--- src/rtl/sme_pkg.sv ---
// Shared types, defaults and helpers for the SME masking path.
package sme_pkg;

    localparam int unsigned SME_XLEN = 32;
    localparam int unsigned SME_SMAX = 4;

    typedef enum logic [1:0] {
        SME_UNMASK_IDLE,
        SME_UNMASK_FOLD,
        SME_UNMASK_HOLD
    } sme_unmask_state_t;

    // Requested share count -> count actually used: 0 means 1, anything above smax means smax.
    function automatic logic [3:0] sme_clamp_d(input logic [3:0] d, input int unsigned smax);
        if (d == 4'd0) begin
            return 4'd1;
        end else if (32'(d) > smax) begin
            return 4'(smax);
        end else begin
            return d;
        end
    endfunction

endpackage

--- src/rtl/sme_unmask_seq.sv ---
// Sequential share recombiner: folds up to SMAX masked shares into a plaintext
// result, one share per cycle (XOR for boolean masking, ADD mod 2^XLEN for arithmetic).
// Ports:
//   g_clk, g_resetn   clock, synchronous active-low reset
//   flush             abort the current op and clear all state
//   smectl_t          masking type (0 XOR, 1 ADD), sampled on accept
//   smectl_d          requested share count, clamped and sampled on accept
//   in_valid/in_ready/in_shares    input handshake and share vector (share 0 in the low word)
//   out_valid/out_ready/out_data   result handshake; out_data is 0 while out_valid is low
//   busy              high whenever the FSM is not idle
module sme_unmask_seq
    import sme_pkg::*;
#(
    parameter int unsigned XLEN = SME_XLEN,
    parameter int unsigned SMAX = SME_SMAX
) (
    input  logic                       g_clk,
    input  logic                       g_resetn,
    input  logic                       flush,
    input  logic                       smectl_t,
    input  logic [3:0]                 smectl_d,
    input  logic                       in_valid,
    output logic                       in_ready,
    input  logic [SMAX-1:0][XLEN-1:0]  in_shares,
    output logic                       out_valid,
    input  logic                       out_ready,
    output logic [XLEN-1:0]            out_data,
    output logic                       busy
);

    localparam int unsigned IDXW  = $clog2(SMAX) + 1;
    localparam int unsigned SIDXW = $clog2(SMAX);

    sme_unmask_state_t r_state;
    sme_unmask_state_t w_state_nxt;

    logic [XLEN-1:0] r_shares [SMAX];
    logic [XLEN-1:0] r_acc;
    logic [IDXW-1:0] r_idx;
    logic [IDXW-1:0] r_nd;
    logic            r_t;

    logic            w_accept;
    logic            w_last;
    logic [IDXW-1:0] w_nd_in;
    logic [XLEN-1:0] w_share;
    logic [XLEN-1:0] w_fold;

    assign in_ready  = (r_state == SME_UNMASK_IDLE) && !flush;
    assign w_accept  = in_valid && in_ready;
    assign w_nd_in   = IDXW'(sme_clamp_d(smectl_d, SMAX));
    assign w_last    = (r_idx == (r_nd - IDXW'(1)));

    // Single fold datapath; idx never exceeds SMAX-1 while folding, so the low bits address the share.
    assign w_share   = r_shares[r_idx[SIDXW-1:0]];
    assign w_fold    = r_t ? (r_acc + w_share) : (r_acc ^ w_share);

    assign out_valid = (r_state == SME_UNMASK_HOLD);
    assign out_data  = out_valid ? r_acc : '0;
    assign busy      = (r_state != SME_UNMASK_IDLE);

    // State register.
    always_ff @(posedge g_clk) begin
        if (!g_resetn) begin
            r_state <= SME_UNMASK_IDLE;
        end else begin
            r_state <= w_state_nxt;
        end
    end

    // Next-state logic; flush overrides every transition.
    always_comb begin
        w_state_nxt = r_state;
        case (r_state)
            SME_UNMASK_IDLE: begin
                if (w_accept) begin
                    w_state_nxt = (w_nd_in == IDXW'(1)) ? SME_UNMASK_HOLD : SME_UNMASK_FOLD;
                end
            end
            SME_UNMASK_FOLD: begin
                if (w_last) begin
                    w_state_nxt = SME_UNMASK_HOLD;
                end
            end
            SME_UNMASK_HOLD: begin
                if (out_ready) begin
                    w_state_nxt = SME_UNMASK_IDLE;
                end
            end
            default: w_state_nxt = SME_UNMASK_IDLE;
        endcase
        if (flush) begin
            w_state_nxt = SME_UNMASK_IDLE;
        end
    end

    // Datapath registers; plaintext is wiped as soon as it is consumed or aborted.
    always_ff @(posedge g_clk) begin
        if (!g_resetn || flush) begin
            r_acc <= '0;
            r_idx <= '0;
            r_nd  <= '0;
            r_t   <= 1'b0;
            for (int i = 0; i < int'(SMAX); i++) begin
                r_shares[i] <= '0;
            end
        end else begin
            case (r_state)
                SME_UNMASK_IDLE: begin
                    if (w_accept) begin
                        r_acc <= in_shares[0];
                        r_idx <= IDXW'(1);
                        r_nd  <= w_nd_in;
                        r_t   <= smectl_t;
                        for (int i = 0; i < int'(SMAX); i++) begin
                            r_shares[i] <= in_shares[i];
                        end
                    end
                end
                SME_UNMASK_FOLD: begin
                    r_acc <= w_fold;
                    r_idx <= r_idx + IDXW'(1);
                end
                SME_UNMASK_HOLD: begin
                    if (out_ready) begin
                        r_acc <= '0;
                        r_idx <= '0;
                        for (int i = 0; i < int'(SMAX); i++) begin
                            r_shares[i] <= '0;
                        end
                    end
                end
                default: begin
                    r_acc <= '0;
                    r_idx <= '0;
                end
            endcase
        end
    end

endmodule

--- config.mk ---
export PLATFORM = sky130hd
export DESIGN_NAME = sme_unmask_seq
export DESIGN_NICKNAME = d
export VERILOG_FILES = /design/src/rtl/sme_pkg.sv /design/src/rtl/sme_unmask_seq.sv
export SDC_FILE = /design/constraint.sdc
export NUM_CORES = 1
export LEC_CHECK = 0
export CAP_MARGIN = 20
export CORE_ASPECT_RATIO = 0.8
export CORE_MARGIN = 5
export CORE_UTILIZATION = 35
export DETAILED_ROUTE_END_ITERATION = 8
export GPL_TIMING_DRIVEN = 1
export SYNTH_ARGS = -nofsm -noshare
export SYNTH_HDL_FRONTEND = slang
export SYNTH_SLANG_ARGS = --single-unit
--- constraint.sdc ---
create_clock -name g_clk -period 10.59 [get_ports g_clk]
set_input_delay 3.177 -clock g_clk [delete_from_list [all_inputs] [get_ports g_clk]]
set_output_delay 3.177 -clock g_clk [all_outputs]
set_load 0.02 [all_outputs]
# Word level (Yosys, flattened, before mapping)
# Memories as Yosys holds them, arrays and structs flattened. A register that Yosys moved wholly into a read port is not among the register bits.
# Index checks and enable logic that the tools add are counted.
dict set report op_classes {
  n_addsub 3
  order_cmp 1
  n_eq_ne 7
  muxes 35
  bitwise 10
  n_reduce_logical 12
}
# op count
set ops {}
lappend ops {{$mux W32} 12}
lappend ops {{$pmux W32 S3} 1}
lappend ops {{$add A32 B32 Y32} 1}
lappend ops {{$xor A32 B32 Y32} 1}
lappend ops {{$mux W2} 6}
lappend ops {{$mux W3} 4}
lappend ops {{$mux W1} 10}
lappend ops {{$pmux W3 S3} 1}
lappend ops {{$or A1 B1 Y1} 8}
lappend ops {{$pmux W2 S3} 1}
lappend ops {{$gt A4 B3 Y1 const B} 1}
lappend ops {{$logic_not A4 Y1} 1}
lappend ops {{$ne A2 B2 Y1 const B} 2}
lappend ops {{$reduce_and A2 Y1} 2}
lappend ops {{$add A3 B1 Y3 const B} 1}
lappend ops {{$eq A3 B1 Y1 const B} 1}
lappend ops {{$eq A3 B3 Y1} 1}
lappend ops {{$reduce_and A3 Y1} 1}
lappend ops {{$sub A3 B1 Y3 const B} 1}
lappend ops {{$eq A2 B1 Y1 const B} 1}
lappend ops {{$eq A2 B2 Y1 const B} 1}
lappend ops {{$logic_and A1 B1 Y1} 2}
lappend ops {{$logic_not A1 Y1} 2}
lappend ops {{$logic_not A2 Y1} 1}
lappend ops {{5 further kinds} 5}
dict set report word_totals {
  reg_bits 41
  ram_bits 128
  output_inout_bits 35
  n_memories 1
}
# name depth word_bits read_ports rd_clocked_by_memory_dff wr line_no
set memory_table {}
lappend memory_table {r_shares 4 32 1 1 4 sme_unmask_seq.sv:37} ;# logic [XLEN-1:0] r_shares [SMAX];

# Longest topological paths before layout
# Gate-level depths: netlist of the first run.
dict set report depth {
  depth_word 9
  ltp_mapped 12
}

# Worst setup path after synthesis of the first run
# No wires, ideal clock.
dict set report synth_path {
  path_kind {input -> output}
  start {in flush}
  end {out in_ready}
  arrival_ns 3.499
  setup_slack_ns 3.914
  cell_stages 1
  path_cell_list {nor2_1}
}
dict set report synth_via {
  elab_chain_cells 2
}
# element line_no
set synth_rtl {}
lappend synth_rtl {{from (decl)} sme_unmask_seq.sv:19} ;# input logic flush,
lappend synth_rtl {{$logic_not A1 Y1} sme_unmask_seq.sv:49} ;# assign in_ready = (r_state == SME_UNMASK_IDLE) && !flush;
lappend synth_rtl {{$logic_and A1 B1 Y1} sme_unmask_seq.sv:49}
lappend synth_rtl {{to (decl)} sme_unmask_seq.sv:23} ;# output logic in_ready,
# Every way passes these cells.

# Worst setup path in the final report of the first run
# Ends and elaborated chain as after synthesis.

==> results of run 1 <==
[final cells by class]
cell class,instances,share of cell area [%]
Clock buffer,18,3.72
Timing Repair Buffer,186,15.5
Clock inverter,14,1.07
Sequential cell,171,34.4
Tap cell,357,3.78
Multi-Input combinational cell,648,41.1
Inverter,15,0.477
[worst min-delay path by stage]
stage                           end  slack (ps)
global placement    r_shares[0][13]         430
CTS                 r_shares[0][13]         450
floorplan           r_shares[0][25]         420
finish              r_shares[0][13]         450
global route        r_shares[0][13]         460
detailed placement  r_shares[0][13]         440
[logic make-up (layout without fill, tap and decap cells)]
kind of cell	after synthesis	in the layout	synth area share, %
compound gates	259	259	20.4
xor+xnor	22	22	2.10
fa+ha+maj	34	34	4.72
buf+inv	78	233	3.27
flops	171	171	44.3
mux	38	38	8.50
simple gates	295	295	16.8
[flip-flops by register name, indices dropped and copies added (netlist names), named ones only]
signal	cells
r_acc	32
r_shares	128
r_idx	3
r_state	2
r_nd	3
r_t	1
[metrics by stage]
step	setup slack (ps)	hold WS [ps]	utilization [%]	instances	cell area, µm²
after floorplan	3910	418	-	897	9180
after global placement	2950	429	43.1	1377	11200
after detailed placement	2960	443	43.1	1377	11200
after CTS	2960	453	45.3	1409	11800
after global routing	2940	462	45.3	1409	11800
final	2960	455	45.3	1409	11800
[metal layers]
metal	vias to the layer above	global-route usage [%]
li1	3649	-
met1	3738	27.4
met2	227	28.6
met3	25	3.88
met4	0	4.58
met5	-	0
[where the power goes]
part | leakage [nW] | internal, W | total (W) | switching (W)
combinational | 2.64 | 0.0000950 | 0.000188 | 0.0000934
sequential | 1.59 | 0.000713 | 0.000729 | 0.0000164
clock | 0.276 | 0.000316 | 0.000606 | 0.000290
total | 4.51 | 0.00112 | 0.00152 | 0.000400
[critical path: stages]
cell and delay, ps:
clkdlybuf4s50_1 460, nor2_1 180, clkdlybuf4s50_1 630
[placed cells by master, fill, tap and decap left out, types with 32 or more instances in the layout]
cell | synthesis | final
clkdlybuf4s50_1 | 0 | 172
dfxtp_1 | 107 | 106
and2_1 | 97 | 96
nor2_1 | 66 | 66
a22o_1 | 65 | 65
edfxtp_1 | 64 | 64
a21oi_1 | 59 | 59
nand2_1 | 56 | 56
o21ai_0 | 34 | 34
ha_1 | 33 | 33
mux4_2 | 32 | 32
==> impl_metrics.ini, run 1 <==
[routing]
wl_met1_mm = 13.9
drtIter0Drc = 512
wl_met3_mm = 1.55
viasPerCell = 5.42
dr_wl_met2_mm = 12.4
top_layer = met4
drc = 0
dr.pass1.iters = 5
post_drt_wl_per_cell_um = 20.0
drtAntennaViolNets = 0
wirelength_mm = 28.2
vias = 7639

[pwr]
p_leak_nw = 4.51
power_density_nw_per_um2 = 129
fin_total_pwr_w = 0.00152
peakVddDrop_uv = 101

[final_layout]
nets = 1211
multiInputGateArea_um2 = 4850
drive_above_1_share_pct = 8.84
ff_latch_area_um2 = 4070
n_antenna_cell = 0
fillerInstances = 2474
area_growth_pct = 28.6

[hold_path]
holdPathStages = 2
worstHoldStart = r_shares[0][13]
min_path_type = reg -> reg

[status]
status = finished clean

[flow_run]
cap_violations = 0

[worst_setup_path]
cp.arrival_ps = 4450
reg2reg_depth = 10
r2r_end = r_acc[30]
endpoint_kind = output pin
crit_path_end = in_ready
crit_type = in -> out
rrSetupSlack_ps = 6610
setup.worst_path.start_class = primary input
crit_path_start = flush
cp_max_fo = 4
required_ps = 7410

[logic_synthesis]
syn_avg_cell_area_um2 = 10.2
synth_top_cell_area_share_pct = 23.3
ys.flop_type = dfxtp_1
yosysTopAreaCell = dfxtp_1
synth_edf_count = 64
ys_seq_elements = 171
syn-cell-area_um2 = 9180
async_flop_share_pct = 0
synth_cell_types = 63
synth.yosys.warnings = 0
synth_seq_area_share_pct = 44.3
synth_cells = 897
synth_common_cells = dfxtp_1 (107), and2_1 (97), nor2_1 (66), a22o_1 (65), edfxtp_1 (64)
yosysMostFrequentCell = dfxtp_1
synth_area_leaders = dfxtp_1 (23%), edfxtp_1 (21%), mux4_2 (7.9%), and2_1 (6.6%), a22o_1 (6.2%)
synth_fp_nets = 1069

[clock_network]
cts_htree_levels = 4
insertion_delay_ps = 430
cts_buffers = 17
ctsResizeCount = 0
clk_path_buf_depth = 2
clk_pin_slew_ps = 70
clock-sinks = 171
cts_tree = done
holdBufCountCts = 0
postCtsSetupBuffers = 0
clockRootBuffer = clkbuf_16

[placed_design]
portBuffers = 172
routabilityCongestion = 0.883
hpwl_mm = 20.1

[global_route]
grt_max_degree = 77
grt_pass1_wl_mm = 43.4
grt.total_usage_pct = 18.7
grt_pass1_vias = 7731
overflow = 0
antenna_found_initial = 0

[sta]
slew_headroom_pct = 34.9
finalClockSkew_ps = 13.0
timing.final.crit_share_pct = 72.1
fmax_ghz = 0.131
maxSlewViolCount = 0
setup_tns_ps = 0
fin_crit_ps = 7630
hold_viol = 0
rsz0062_at_grt = false
worst_slew_pin_slew_ps = 973
setup_viol = 0

[die]
core_area_um2 = 26100
die_y_um = 155
rows = 53
die_w_um = 191
die_area_um2 = 29600
io_pins = 173
start_util_pct = 35.2
(Power assumes the default switching activity.)
==> inputs of run 2 (changes only) <==
==> constraint.sdc (replaced) <==
create_clock -name g_clk -period 6.8 [get_ports g_clk]
set_input_delay 2.04 -clock g_clk [delete_from_list [all_inputs] [get_ports g_clk]]
set_output_delay 2.04 -clock g_clk [all_outputs]
set_load 0.02 [all_outputs]
==> run 2 against run 1 <==
Against the previous run: cell count grew 0.21%; clock skew shrank 0.93 ps; cell area grew 0.78%; clock power grew 70%; sequential power grew 56%; highest routed layer unchanged; die area is the same; setup slack lost 1500 ps; register-to-register slack lost 3800 ps; clock-buffer cell count is the same; flip-flop and latch count is the same; critical path depth is the same.
==> impl_metrics.ini, run 2 (synthesis results as in run 1) <==
[status]
status = finished clean

[die]
die_y_um = 155
start_util_pct = 35.2
core_area_um2 = 26100
io_pins = 173
rows = 53
die_w_um = 191
die_area_um2 = 29600

[sta]
maxSlewViolCount = 0
timing.final.crit_share_pct = 78.8
fmax_ghz = 0.187
hold_viol = 0
fin_crit_ps = 5360
slew_headroom_pct = 33.4
setup_viol = 0
worst_slew_pin_slew_ps = 998
setup_tns_ps = 0
rsz0062_at_grt = false
finalClockSkew_ps = 12.0

[global_route]
grt.total_usage_pct = 19.2
grt_pass1_wl_mm = 44.3
antenna_found_initial = 0
grt_pass1_vias = 7771
grt_max_degree = 61
overflow = 0

[final_layout]
n_antenna_cell = 0
nets = 1215
area_growth_pct = 29.6
largest_reg_flops = 128
final_core_util_pct = 45.7
instances_no_fill = 1412
largest_registers = r_shares: 128 flops, r_acc: 32 flops
layout_commonest_cell = clkdlybuf4s50_1
fillerInstances = 2463
fin_area_um2 = 11900
drive_above_1_share_pct = 9.00
final_cell_mix = clkdlybuf4s50_1 (172), dfxtp_1 (106), and2_1 (96)
regMostFlops = r_shares

[routing]
wirelength_mm = 28.3
dr.pass1.iters = 5
viasPerCell = 5.39
drtIter0Drc = 563
vias = 7614
drc = 0
post_drt_wl_per_cell_um = 20.1
drtAntennaViolNets = 0

[worst_setup_path]
required_ps = 4760
crit_type = in -> out
cp.arrival_ps = 3320
endpoint_kind = output pin
setup.worst_path.start_class = primary input
cp_max_fo = 4

[pwr]
p_leak_nw = 4.56
fin_total_pwr_w = 0.00246
peakVddDrop_uv = 175
power_density_nw_per_um2 = 207

[clock_network]
cts_htree_levels = 4
clk_pin_slew_ps = 60
clock-sinks = 171
insertion_delay_ps = 440
clockRootBuffer = clkbuf_16
cts_buffers = 17
ctsResizeCount = 0
postCtsSetupBuffers = 0
clk_path_buf_depth = 2
cts_tree = done
holdBufCountCts = 0

[placed_design]
dpl_cell_area_um2 = 11300
post-place-cells = 1380
portBuffers = 172
hpwl_mm = 20.3
routabilityCongestion = 0.880

[flow_run]
cap_violations = 0

[hold_path]
min_path_type = reg -> reg
==> run 2: changes by cell type in the layout (fill, tap and decap cells not counted), sizes merged <==
| cell | change |
|---|---|
| bufinv | +3 |
| inv | -3 |
| clkinv | -1 |
| buf | +4 |
==> run 2: area by class of cell <==
type	instances	area (µm²)	share of cell area, %
clock inverters	13	180	1.51
flip-flops and latches	171	4070	34.2
clock buffers	18	429	3.61
inverters	15	56.3	0.473
multi-input cells	648	4840	40.7
well taps	357	447	3.75
repair buffers	190	1880	15.8
==> run 2: per-layer routing <==
metal | track usage (%) | vias up | wire length (µm)
met5 | 0 | - | 0
met4 | 4.65 | 0 | 420
met2 | 28.6 | 267 | 12300
met3 | 4.69 | 34 | 1760
li1 | - | 3651 | -
met1 | 28.3 | 3662 | 13800
==> run 2: worst paths after layout <==
check                        from         endpoint  slack, ps  cells past startpoint
hold reg to reg   r_shares[0][13]  r_shares[0][13]        450                      2
setup / recovery            flush         in_ready       1440                      3
hold / removal    r_shares[0][13]  r_shares[0][13]        450                      2
setup reg to reg             flop        r_acc[25]       2820                      9
==> run 2: critical path, cell delays in order <==
cell             delay [ps]
clkdlybuf4s50_1         470
nor2_1                  180
clkdlybuf4s50_1         630
==> run 2: report_power, final <==
part / leakage [nW] / internal (W) / switching, W / total (W)
clock network: 0.292 / 0.000587 / 0.000442 / 0.00103
logic: 2.67 / 0.000149 / 0.000147 / 0.000296
registers: 1.59 / 0.00111 / 0.0000251 / 0.00114
==> run 2: per-stage QoR <==
stage	hold WS, ps	worst slack, ps
after global placement	431	1460
after global routing	493	1400
after CTS	445	1450
final	447	1440
after detailed placement	435	1450
after floorplan	418	2400
==> inputs of run 3 (changes only) <==
==> constraint.sdc (replaced) <==
create_clock -name g_clk -period 4.9 [get_ports g_clk]
set_input_delay 1.47 -clock g_clk [delete_from_list [all_inputs] [get_ports g_clk]]
set_output_delay 1.47 -clock g_clk [all_outputs]
set_load 0.02 [all_outputs]
==> run 3 against run 2 <==
Against the previous run: cell area increased by 0.68%; critical endpoint unchanged; sequential share of layout area fell by 0.23 points; setup slack got worse by 730 ps.
==> impl_metrics.ini, run 3 (synthesis results as in run 1) <==
[placed_design]
dpl_worst_slack_ps = 718
portBuffers = 172
routabilityCongestion = 0.902
post-place-cells = 1394
hpwl_mm = 20.9

[sta]
setup_tns_ps = 0
rsz0062_at_grt = false
finalClockSkew_ps = 8.87
setup_viol = 0
maxSlewViolCount = 0
timing.final.crit_share_pct = 85.4
fmax_ghz = 0.239
fin_crit_ps = 4180
finalWorstSetupSlack_ps = 716
hold_viol = 0
worst_slew_pin_slew_ps = 787
slew_headroom_pct = 47.3

[routing]
post_drt_wl_per_cell_um = 19.9
wl_met3_mm = 1.58
wirelength_mm = 28.3
vias = 7654
drtIter0Drc = 495
dr.pass1.iters = 6
dr_wl_met2_mm = 12.4
drc = 0
drtAntennaViolNets = 0
wl_met1_mm = 13.9
viasPerCell = 5.37
top_layer = met4

[final_layout]
largest_registers = r_shares: 128 flops, r_acc: 32 flops
n_antenna_cell = 0
final_cell_mix = clkdlybuf4s50_1 (172), dfxtp_1 (106), and2_1 (96)
fillerInstances = 2468
regMostFlops = r_shares
drive_above_1_share_pct = 10.2
nets = 1228
area_growth_pct = 30.5
layout_commonest_cell = clkdlybuf4s50_1
instances_no_fill = 1425
largest_reg_flops = 128

[status]
status = finished clean

[worst_setup_path]
endpoint_kind = output pin
cp.arrival_ps = 2710
r2r_end = r_acc[21]
setup.worst_path.start_class = primary input
crit_path_start = flush
crit_type = in -> out
rrSetupSlack_ps = 1070
reg2reg_depth = 9
cp_max_fo = 4
required_ps = 3430

[pwr]
p_leak_nw = 4.62
pwr-share-seq_pct = 46.6
clockPowerShare_pct = 40.9
peakVddDrop_uv = 226
pwr-share-comb_pct = 12.4
p_sw_w = 0.000844
switching_share_pct = 25.0
power_density_nw_per_um2 = 282
p_int_w = 0.00253

[hold_path]
worstHoldStart = r_shares[0][13]
min_to = r_shares[0][13]
holdPathStages = 2
min_path_type = reg -> reg

[die]
core_area_um2 = 26100
rows = 53
die_y_um = 155
io_pins = 173
die_w_um = 191
start_util_pct = 35.2
die_area_um2 = 29600

[clock_network]
holdBufCountCts = 0
insertion_delay_ps = 440
postCtsSetupBuffers = 0
cts_tree = done
cts_htree_levels = 4
clockRootBuffer = clkbuf_16
ctsResizeCount = 0
clock-sinks = 171
clk_path_buf_depth = 2
clk_pin_slew_ps = 60
cts_buffers = 17

[global_route]
overflow = 0
grt_pass1_vias = 7812
grt_max_degree = 55
grt_pass1_wl_mm = 44.1
grt.total_usage_pct = 19.0
antenna_found_initial = 0

[flow_run]
cap_violations = 0
## run 3: changes by cell type in the layout (fill, tap and decap cells not counted), sizes merged
cell    before  now
bufinv       3    2
buf         18   31
inv         20   21
## run 3: power by group through the flow
stage | Sequential (W) | Combinational [W] | Clock, W
2_1_floorplan | 0.00159 | 0.000216 | 0
3_3_place_gp | 0.00160 | 0.000418 | 0
3_5_place_dp | 0.00161 | 0.000420 | 0
4_1_cts | 0.00157 | 0.000422 | 0.00141
5_1_grt | 0.00158 | 0.000456 | 0.00148
6_report | 0.00157 | 0.000420 | 0.00138
## run 3: layer usage
layer / global-route usage [%] / vias up
li1: - / 3682
met1: 28.1 / 3706
met4: 4.10 / 0
met3: 4.33 / 27
met5: 0 / -
met2: 28.6 / 239
## run 3: final cells by class
cell class / count / area, µm² / area share (%)
Multi-Input combinational cell: 648 / 4840 / 40.4
Sequential cell: 171 / 4070 / 33.9
Timing Repair Buffer: 203 / 1980 / 16.5
Tap cell: 357 / 447 / 3.73
Clock buffer: 18 / 439 / 3.67
Clock inverter: 13 / 153 / 1.27
Inverter: 15 / 56.3 / 0.470
## run 3: per-stage QoR
step	utilization, %	hold slack, ps	power (W)	instance area [µm²]
after global routing	46.0	470	0.00352	12000
after detailed placement	43.7	434	0.00203	11400
after CTS	46.0	447	0.00340	12000
after floorplan	-	418	0.00181	9180
after global placement	43.7	430	0.00202	11400
final	46.0	444	0.00337	12000
## run 3: worst max path at each step
stage / endpoint / slack [ps] / cells past startpoint
after floorplan: r_acc[24] / 1110 / 12
after global placement: in_ready / 720 / 3
after detailed placement: in_ready / 720 / 3
after CTS: in_ready / 720 / 3
after global routing: in_ready / 670 / 3
final: in_ready / 720 / 3
## run 3: worst max-delay path: stages
cell	delay, ps
clkdlybuf4s50_1	460
nor2_1	160
clkdlybuf4s50_1	630
